--- src/rtl/execute_stage_if.sv ---
// Decode-to-execute input bundle, stall/flush controls, and the EX/MEM register outputs.
// The master side drives the instruction in; the slave side is the execute stage.
interface execute_stage_if;
  logic        wb_branch_hazard;
  logic        stall_flg;
  logic [31:0] input_reg_pc;
  logic [4:0]  input_exe_fun;
  logic [31:0] input_op1_data;
  logic [31:0] input_op2_data;
  logic [31:0] input_rs2_data;
  logic [3:0]  input_mem_wen;
  logic        input_rf_wen;
  logic [3:0]  input_wb_sel;
  logic [4:0]  input_wb_addr;
  logic [2:0]  input_csr_cmd;
  logic        input_jmp_flg;
  logic [31:0] input_imm_i_sext;
  logic [31:0] input_imm_b_sext;
  logic        input_inst_is_ecall;

  logic [31:0] alu_out;
  logic        br_flg;
  logic [31:0] br_target;
  logic [31:0] output_reg_pc;
  logic [3:0]  output_mem_wen;
  logic        output_rf_wen;
  logic [31:0] output_rs2_data;
  logic [3:0]  output_wb_sel;
  logic [4:0]  output_wb_addr;
  logic [2:0]  output_csr_cmd;
  logic        output_jmp_flg;
  logic        output_inst_is_ecall;
  logic [31:0] output_op1_data;
  logic [31:0] output_imm_i;

  modport master (
    output wb_branch_hazard, stall_flg, input_reg_pc, input_exe_fun, input_op1_data,
           input_op2_data, input_rs2_data, input_mem_wen, input_rf_wen, input_wb_sel,
           input_wb_addr, input_csr_cmd, input_jmp_flg, input_imm_i_sext,
           input_imm_b_sext, input_inst_is_ecall,
    input  alu_out, br_flg, br_target, output_reg_pc, output_mem_wen, output_rf_wen,
           output_rs2_data, output_wb_sel, output_wb_addr, output_csr_cmd, output_jmp_flg,
           output_inst_is_ecall, output_op1_data, output_imm_i
  );

  modport slave (
    input  wb_branch_hazard, stall_flg, input_reg_pc, input_exe_fun, input_op1_data,
           input_op2_data, input_rs2_data, input_mem_wen, input_rf_wen, input_wb_sel,
           input_wb_addr, input_csr_cmd, input_jmp_flg, input_imm_i_sext,
           input_imm_b_sext, input_inst_is_ecall,
    output alu_out, br_flg, br_target, output_reg_pc, output_mem_wen, output_rf_wen,
           output_rs2_data, output_wb_sel, output_wb_addr, output_csr_cmd, output_jmp_flg,
           output_inst_is_ecall, output_op1_data, output_imm_i
  );
endinterface

--- src/rtl/execute_stage.sv ---
// RV32I execute stage: ALU, branch compare and target, registered into EX/MEM.
// Flush turns the slot into a bubble (controls zeroed) and overrides a stall.
module execute_stage (
  input logic        clk,
  input logic        rst,
  execute_stage_if.slave ex
);
  typedef enum logic [4:0] {
    FUN_X    = 5'd0,  FUN_ADD  = 5'd1,  FUN_SUB  = 5'd2,  FUN_AND  = 5'd3,
    FUN_OR   = 5'd4,  FUN_XOR  = 5'd5,  FUN_SLL  = 5'd6,  FUN_SRL  = 5'd7,
    FUN_SRA  = 5'd8,  FUN_SLT  = 5'd9,  FUN_SLTU = 5'd10, FUN_BEQ  = 5'd11,
    FUN_BNE  = 5'd12, FUN_BLT  = 5'd13, FUN_BGE  = 5'd14, FUN_BLTU = 5'd15,
    FUN_BGEU = 5'd16, FUN_JALR = 5'd17, FUN_COPY1 = 5'd18
  } exe_fun_e;

  typedef struct packed {
    logic [31:0] alu;
    logic        br;
    logic [31:0] target;
    logic [31:0] pc;
    logic [3:0]  mem_wen;
    logic        rf_wen;
    logic [31:0] rs2;
    logic [3:0]  wb_sel;
    logic [4:0]  wb_addr;
    logic [2:0]  csr_cmd;
    logic        jmp;
    logic        ecall;
    logic [31:0] op1;
    logic [31:0] imm_i;
  } ex_mem_t;

  logic [31:0] op1;
  logic [31:0] op2;
  logic [4:0]  shamt;
  logic [31:0] sum;
  logic        lt_signed;
  logic        lt_unsigned;
  logic [31:0] alu_res;
  logic        br_res;
  exe_fun_e    fun;

  ex_mem_t ex_mem_d;
  ex_mem_t ex_mem_q;

  assign op1         = ex.input_op1_data;
  assign op2         = ex.input_op2_data;
  assign shamt       = op2[4:0];
  assign sum         = op1 + op2;
  assign lt_signed   = $signed(op1) < $signed(op2);
  assign lt_unsigned = op1 < op2;
  assign fun         = exe_fun_e'(ex.input_exe_fun);

  always_comb begin
    alu_res = '0;
    br_res  = 1'b0;
    case (fun)
      FUN_ADD:   alu_res = sum;
      FUN_SUB:   alu_res = op1 - op2;
      FUN_AND:   alu_res = op1 & op2;
      FUN_OR:    alu_res = op1 | op2;
      FUN_XOR:   alu_res = op1 ^ op2;
      FUN_SLL:   alu_res = op1 << shamt;
      FUN_SRL:   alu_res = op1 >> shamt;
      FUN_SRA:   alu_res = $unsigned($signed(op1) >>> shamt);
      FUN_SLT:   alu_res = {31'd0, lt_signed};
      FUN_SLTU:  alu_res = {31'd0, lt_unsigned};
      FUN_BEQ:   br_res  = (op1 == op2);
      FUN_BNE:   br_res  = (op1 != op2);
      FUN_BLT:   br_res  = lt_signed;
      FUN_BGE:   br_res  = !lt_signed;
      FUN_BLTU:  br_res  = lt_unsigned;
      FUN_BGEU:  br_res  = !lt_unsigned;
      FUN_JALR:  alu_res = sum & 32'hFFFF_FFFE;
      FUN_COPY1: alu_res = op1;
      default: begin
        alu_res = '0;
        br_res  = 1'b0;
      end
    endcase
  end

  always_comb begin
    ex_mem_d = ex_mem_q;
    // A flush must still land even while memory is stalling, or the squashed op would linger.
    if (ex.wb_branch_hazard || !ex.stall_flg) begin
      ex_mem_d.alu     = alu_res;
      ex_mem_d.br      = br_res;
      ex_mem_d.target  = ex.input_reg_pc + ex.input_imm_b_sext;
      ex_mem_d.pc      = ex.input_reg_pc;
      ex_mem_d.mem_wen = ex.input_mem_wen;
      ex_mem_d.rf_wen  = ex.input_rf_wen;
      ex_mem_d.rs2     = ex.input_rs2_data;
      ex_mem_d.wb_sel  = ex.input_wb_sel;
      ex_mem_d.wb_addr = ex.input_wb_addr;
      ex_mem_d.csr_cmd = ex.input_csr_cmd;
      ex_mem_d.jmp     = ex.input_jmp_flg;
      ex_mem_d.ecall   = ex.input_inst_is_ecall;
      ex_mem_d.op1     = ex.input_op1_data;
      ex_mem_d.imm_i   = ex.input_imm_i_sext;
      if (ex.wb_branch_hazard) begin
        ex_mem_d.br      = 1'b0;
        ex_mem_d.mem_wen = '0;
        ex_mem_d.rf_wen  = 1'b0;
        ex_mem_d.wb_sel  = '0;
        ex_mem_d.csr_cmd = '0;
        ex_mem_d.jmp     = 1'b0;
        ex_mem_d.ecall   = 1'b0;
      end
    end
  end

  always_ff @(posedge clk or posedge rst) begin
    if (rst) begin
      ex_mem_q <= '0;
    end else begin
      ex_mem_q <= ex_mem_d;
    end
  end

  assign ex.alu_out              = ex_mem_q.alu;
  assign ex.br_flg               = ex_mem_q.br;
  assign ex.br_target            = ex_mem_q.target;
  assign ex.output_reg_pc        = ex_mem_q.pc;
  assign ex.output_mem_wen       = ex_mem_q.mem_wen;
  assign ex.output_rf_wen        = ex_mem_q.rf_wen;
  assign ex.output_rs2_data      = ex_mem_q.rs2;
  assign ex.output_wb_sel        = ex_mem_q.wb_sel;
  assign ex.output_wb_addr       = ex_mem_q.wb_addr;
  assign ex.output_csr_cmd       = ex_mem_q.csr_cmd;
  assign ex.output_jmp_flg       = ex_mem_q.jmp;
  assign ex.output_inst_is_ecall = ex_mem_q.ecall;
  assign ex.output_op1_data      = ex_mem_q.op1;
  assign ex.output_imm_i         = ex_mem_q.imm_i;
endmodule

--- src/flat_wrapper.sv ---
// flat-port wrapper written by rule: the top's interface ports become plain ports
module execute_stage_flat 
  (clk, rst, ex_wb_branch_hazard, ex_stall_flg, ex_input_reg_pc, ex_input_exe_fun, ex_input_op1_data, ex_input_op2_data, ex_input_rs2_data, ex_input_mem_wen, ex_input_rf_wen, ex_input_wb_sel, ex_input_wb_addr, ex_input_csr_cmd, ex_input_jmp_flg, ex_input_imm_i_sext, ex_input_imm_b_sext, ex_input_inst_is_ecall, ex_alu_out, ex_br_flg, ex_br_target, ex_output_reg_pc, ex_output_mem_wen, ex_output_rf_wen, ex_output_rs2_data, ex_output_wb_sel, ex_output_wb_addr, ex_output_csr_cmd, ex_output_jmp_flg, ex_output_inst_is_ecall, ex_output_op1_data, ex_output_imm_i);
  execute_stage_if ex_i ();
  input logic clk;
  input logic rst;
  input wire logic [$bits(ex_i.wb_branch_hazard)-1:0] ex_wb_branch_hazard;
  input wire logic [$bits(ex_i.stall_flg)-1:0] ex_stall_flg;
  input wire logic [$bits(ex_i.input_reg_pc)-1:0] ex_input_reg_pc;
  input wire logic [$bits(ex_i.input_exe_fun)-1:0] ex_input_exe_fun;
  input wire logic [$bits(ex_i.input_op1_data)-1:0] ex_input_op1_data;
  input wire logic [$bits(ex_i.input_op2_data)-1:0] ex_input_op2_data;
  input wire logic [$bits(ex_i.input_rs2_data)-1:0] ex_input_rs2_data;
  input wire logic [$bits(ex_i.input_mem_wen)-1:0] ex_input_mem_wen;
  input wire logic [$bits(ex_i.input_rf_wen)-1:0] ex_input_rf_wen;
  input wire logic [$bits(ex_i.input_wb_sel)-1:0] ex_input_wb_sel;
  input wire logic [$bits(ex_i.input_wb_addr)-1:0] ex_input_wb_addr;
  input wire logic [$bits(ex_i.input_csr_cmd)-1:0] ex_input_csr_cmd;
  input wire logic [$bits(ex_i.input_jmp_flg)-1:0] ex_input_jmp_flg;
  input wire logic [$bits(ex_i.input_imm_i_sext)-1:0] ex_input_imm_i_sext;
  input wire logic [$bits(ex_i.input_imm_b_sext)-1:0] ex_input_imm_b_sext;
  input wire logic [$bits(ex_i.input_inst_is_ecall)-1:0] ex_input_inst_is_ecall;
  output wire logic [$bits(ex_i.alu_out)-1:0] ex_alu_out;
  output wire logic [$bits(ex_i.br_flg)-1:0] ex_br_flg;
  output wire logic [$bits(ex_i.br_target)-1:0] ex_br_target;
  output wire logic [$bits(ex_i.output_reg_pc)-1:0] ex_output_reg_pc;
  output wire logic [$bits(ex_i.output_mem_wen)-1:0] ex_output_mem_wen;
  output wire logic [$bits(ex_i.output_rf_wen)-1:0] ex_output_rf_wen;
  output wire logic [$bits(ex_i.output_rs2_data)-1:0] ex_output_rs2_data;
  output wire logic [$bits(ex_i.output_wb_sel)-1:0] ex_output_wb_sel;
  output wire logic [$bits(ex_i.output_wb_addr)-1:0] ex_output_wb_addr;
  output wire logic [$bits(ex_i.output_csr_cmd)-1:0] ex_output_csr_cmd;
  output wire logic [$bits(ex_i.output_jmp_flg)-1:0] ex_output_jmp_flg;
  output wire logic [$bits(ex_i.output_inst_is_ecall)-1:0] ex_output_inst_is_ecall;
  output wire logic [$bits(ex_i.output_op1_data)-1:0] ex_output_op1_data;
  output wire logic [$bits(ex_i.output_imm_i)-1:0] ex_output_imm_i;
  assign ex_i.wb_branch_hazard = ex_wb_branch_hazard;
  assign ex_i.stall_flg = ex_stall_flg;
  assign ex_i.input_reg_pc = ex_input_reg_pc;
  assign ex_i.input_exe_fun = ex_input_exe_fun;
  assign ex_i.input_op1_data = ex_input_op1_data;
  assign ex_i.input_op2_data = ex_input_op2_data;
  assign ex_i.input_rs2_data = ex_input_rs2_data;
  assign ex_i.input_mem_wen = ex_input_mem_wen;
  assign ex_i.input_rf_wen = ex_input_rf_wen;
  assign ex_i.input_wb_sel = ex_input_wb_sel;
  assign ex_i.input_wb_addr = ex_input_wb_addr;
  assign ex_i.input_csr_cmd = ex_input_csr_cmd;
  assign ex_i.input_jmp_flg = ex_input_jmp_flg;
  assign ex_i.input_imm_i_sext = ex_input_imm_i_sext;
  assign ex_i.input_imm_b_sext = ex_input_imm_b_sext;
  assign ex_i.input_inst_is_ecall = ex_input_inst_is_ecall;
  assign ex_alu_out = ex_i.alu_out;
  assign ex_br_flg = ex_i.br_flg;
  assign ex_br_target = ex_i.br_target;
  assign ex_output_reg_pc = ex_i.output_reg_pc;
  assign ex_output_mem_wen = ex_i.output_mem_wen;
  assign ex_output_rf_wen = ex_i.output_rf_wen;
  assign ex_output_rs2_data = ex_i.output_rs2_data;
  assign ex_output_wb_sel = ex_i.output_wb_sel;
  assign ex_output_wb_addr = ex_i.output_wb_addr;
  assign ex_output_csr_cmd = ex_i.output_csr_cmd;
  assign ex_output_jmp_flg = ex_i.output_jmp_flg;
  assign ex_output_inst_is_ecall = ex_i.output_inst_is_ecall;
  assign ex_output_op1_data = ex_i.output_op1_data;
  assign ex_output_imm_i = ex_i.output_imm_i;
  execute_stage u_core (.clk(clk), .rst(rst), .ex(ex_i));
endmodule
--- config.mk ---
export PLATFORM = sky130hd
export DESIGN_NAME = execute_stage_flat
export DESIGN_NICKNAME = d
export VERILOG_FILES = /design/src/rtl/execute_stage_if.sv /design/src/rtl/execute_stage.sv /design/src/flat_wrapper.sv
export SDC_FILE = /design/constraint.sdc
export NUM_CORES = 1
export LEC_CHECK = 0
export BUFFER_PORTS_ARGS = -buffer_cell sky130_fd_sc_hd__buf_4
export CELL_PAD_IN_SITES_DETAIL_PLACEMENT = 0
export CELL_PAD_IN_SITES_GLOBAL_PLACEMENT = 1
export CORE_MARGIN = 8
export CORE_UTILIZATION = 37
export CTS_CLUSTER_DIAMETER = 60
export CTS_CLUSTER_SIZE = 25
export DETAILED_ROUTE_END_ITERATION = 10
export HOLD_SLACK_MARGIN = 0.12
export PLACE_DENSITY = 0.81
export SYNTH_ARGS = -nofsm -noshare
export SYNTH_HDL_FRONTEND = slang
export SYNTH_SLANG_ARGS = --single-unit
--- constraint.sdc ---
create_clock -name clk -period 7.2 [get_ports clk]
set_input_delay 1.08 -clock clk [delete_from_list [all_inputs] [get_ports clk]]
set_output_delay 1.08 -clock clk [all_outputs]
set_load 0.1 [all_outputs]
==> results by group <==
Critical path
  – CP max stage delay: 0.67 ns
  – Critical path class: input pin to flop
  – Reg2Reg Setup Slack: 5.43 ns
  – Critical Path Sink Type: flop
  – CP arrival: about 5.1 ns
  – Reg2reg start: u_core.ex.alu_out[28]
  – Critical Path Slowest Stage Cell: buf_4
  – Worst endpoint required time: 7.68 ns
  – Critical path origin: ex_input_op2_data[1]
  – Startpoint types: input pin
  – Worst r2r dst: u_core.ex.alu_out[28]
  – Maximum net fanout on the critical path: 70
  – CP cell instances: buf_4 > inv_1 > ha_1 > a211oi_1 > o211ai_1 > a311oi_1 > o21ai_0 > a211oi_1 > nor2b_1 > or3_1 > nand4_1 > a22o_1
  – Cells on worst reg2reg path: 6
  – Cell repeated most along the worst path: a211oi_1

Synth
  – Syn Nets: between 2000 and 3000
  – Yosys cell types: 94
  – Mean area per synthesized cell: between 8 and 9 um2
  – Ys Warns: 0
  – Cells after synthesis: between 2000 and 2500
  – Synthesized flop and latch total: 212
  – Async SR Flop Fraction: 1.000
  – Sequential area share after synthesis: 0.2858
  – Synth cell count leaders: 494 x nand2_1, 212 x dfrtp_1, 208 x nor2_1
  – Post-synth top area share: 0.2858
  – Most frequent cell after synthesis: nand2_1
  – Dominant cell type by area after synthesis: dfrtp_1
  – Mapped Area: 0.01857 mm2
  – EDFF count, synth: 0
  – Largest cells by area after synthesis: dfrtp_1 29%, nand2_1 10%, ha_1 8.8%
  – Ys flop type: dfrtp_1

Detailed routing
  – Met3 Wirelength: between 7000 and 8000 um
  – TritonRoute pass-1 iters: 5
  – Met1 wire length: roughly 33000 um
  – Met2 wire length: 39050 um
  – DRT iter0 DRCs: 1959
  – Antenna Nets Post-Route: 0
  – DR top layer: met5
  – Vias: approximately 20000
  – DRC: 0
  – Final WL: 84110 um
  – Routed length per instance: 25.27 um
  – Vias/cell: 5.931

Pwr
  – Final Total Pwr: just over 5 mW
  – Maximum VDD drop: around 210 uV
  – Static Leak: 10.86 nW
  – P per Cell Area: 223.9 mW/mm2

Placement
  – I/O Buffers: 431
  – Placer congestion estimate: just under 1
  – # placed instances: 3279
  – DP Area: 0.02212 mm2
  – Setup WS pre-CTS: 2.107 ns
  – DP Wirelength: 64930 um

CTS
  – CTS tree: yes
  – Post-cts hold buffer count: 0
  – Clock root cell: clkbuf_16
  – Reg clk slew, reported paths: 0.07 ns
  – Skew-Pair Late Insertion Delay: 0.57 ns
  – Cts bufs inserted: 27
  – Sink Count: 212
  – Clock buffer depth: 3
  – Htree depth: 1
  – Quantity of gates resized following cts: 0
  – Postcts setup bufs: 0

Hold path
  – Min-delay src: u_core.ex.output_reg_pc[19]
  – Worst Hold Path EP: u_core.ex.output_reg_pc[19]
  – Hold Crit Class: flop to flop
  – Worst Hold Path Cells: 2

Global routing
  – Vias in the first global route: 18890
  – Total gr overflow: 0
  – Initial antenna violation count: 3
  – Largest net degree at the start of global routing: 97
  – Total GRT Usage: 0.2782
  – First-pass GRT wire length: ~120000 um

Floorplanning
  – DIE AREA: between 0.05 and 0.06 mm2
  – Core box area: 0.04986 mm2
  – Starting density of the core: 0.3723
  – I/O pin count: 432
  – DIE WIDTH: around 240 um
  – Rows: 82
  – Die Y-Extent: 240 um

Cells and area
  – Post-route insts no fill: 3329
  – Share of cells above drive strength 1: 0.2273
  – Nets: 2989
  – Post-layout util: 0.4645
  – Antenna fix cells: 0
  – Syn-to-layout area delta: 24.75%
  – Design area: 0.02316 mm2

STA
  – Fin crit share: 0.6407
  – Setup slack after layout: approximately 2.6 ns
  – Final setup viols: 0
  – Setup_tns: 0 ns
  – Least-Margin Pin Slew: 1.315 ns
  – Final Hold Fails: 0
  – Worst rel slew slack: 0.1158
  – Crit path time final: 4.613 ns
  – F_max: 0.2168 GHz
  – RSZ-0062 raised after global routing: no
  – Max Clock Skew: 0 ns
  – Hold WS: between 0.4 and 0.5 ns
  – Fin. max-slew vios: 0

Flow run
  – Max cap viols: 0

Run status
  – Run status: complete, no violations
[worst max-delay path by stage]
stage / end
floorplan: u_core.ex.alu_out[0]
global placement: u_core.ex.alu_out[27]
detailed placement: u_core.ex.alu_out[27]
CTS: u_core.ex.alu_out[27]
global route: u_core.ex.alu_out[27]
finish: u_core.ex.alu_out[27]
[final cells by class]
cell class / instances / area (um2)
clock buffer: 28 / 689.4
tap: 672 / 840.8
inverter: 113 / 431.7
fill: 5036 / 26700
multi-input combinational: 1829 / 12140
clock inverter: 22 / 352.8
timing repair buffer: 453 / 3401
sequential: 212 / 5305
[kinds of logic (layout without fill, tap and decap cells)]
group | count (synthesis) | after routing | synth area share
AO/OA/AOI/OAI | 645 | 645 | 0.2289
XOR/XNOR | 29 | 29 | 0.01368
adder cells (fa/ha/maj) | 133 | 133 | 0.09085
buffers and inverters | 264 | 616 | 0.06335
flip-flops | 212 | 212 | 0.2858
multiplexers | 117 | 117 | 0.1095
AND/OR/NAND/NOR | 905 | 905 | 0.2079
[per-layer routing]
metal | GRT usage | up-vias
li1 | - | 8939
met1 | 0.3462 | 9626
met2 | 0.4596 | 978
met3 | 0.05856 | 197
met4 | 0.1274 | 4
met5 | 0 | -
[cell usage in the layout, fill, tap and decap left out, types with 24 or more instances in the layout]
| master | n |
|---|---|
| nand2_1 | 493 |
| buf_4 | 453 |
| dfrtp_1 | 212 |
| nor2_1 | 206 |
| o21ai_0 | 169 |
| a21oi_1 | 167 |
| ha_1 | 130 |
| inv_1 | 110 |
| mux4_2 | 53 |
| mux2i_1 | 49 |
| nand3_1 | 39 |
| nor3_1 | 36 |
| o211ai_1 | 31 |
| clkbuf_16 | 27 |
| a221oi_1 | 24 |
[sequential cells by signal, indices dropped and copies added (netlist names)]
register	cells
u_core.ex.br_flg	1
u_core.ex.output_op1_data	32
u_core.ex.output_mem_wen	4
u_core.ex.output_imm_i	32
u_core.ex.output_rs2_data	32
u_core.ex.output_wb_sel	4
u_core.ex.output_rf_wen	1
u_core.ex.output_jmp_flg	1
u_core.ex.alu_out	32
u_core.ex.br_target	32
u_core.ex.output_reg_pc	32
u_core.ex.output_wb_addr	5
u_core.ex.output_csr_cmd	3
u_core.ex.output_inst_is_ecall	1
[power breakdown]
group / internal, mW / switching, mW / total, mW
Sequential: 1.31 / 0.0729 / 1.38
Clock: 0.861 / 0.696 / 1.56
Combinational: 0.575 / 1.67 / 2.25
[worst max-delay path, delay by kind of cell]
family          cells  cell delay, ns
buf+inv             2            1.09
fa+ha+maj           1            0.46
simple gates        3            0.54
compound gates      6            1.87
Note: power is estimated with default switching activity, not from simulation.
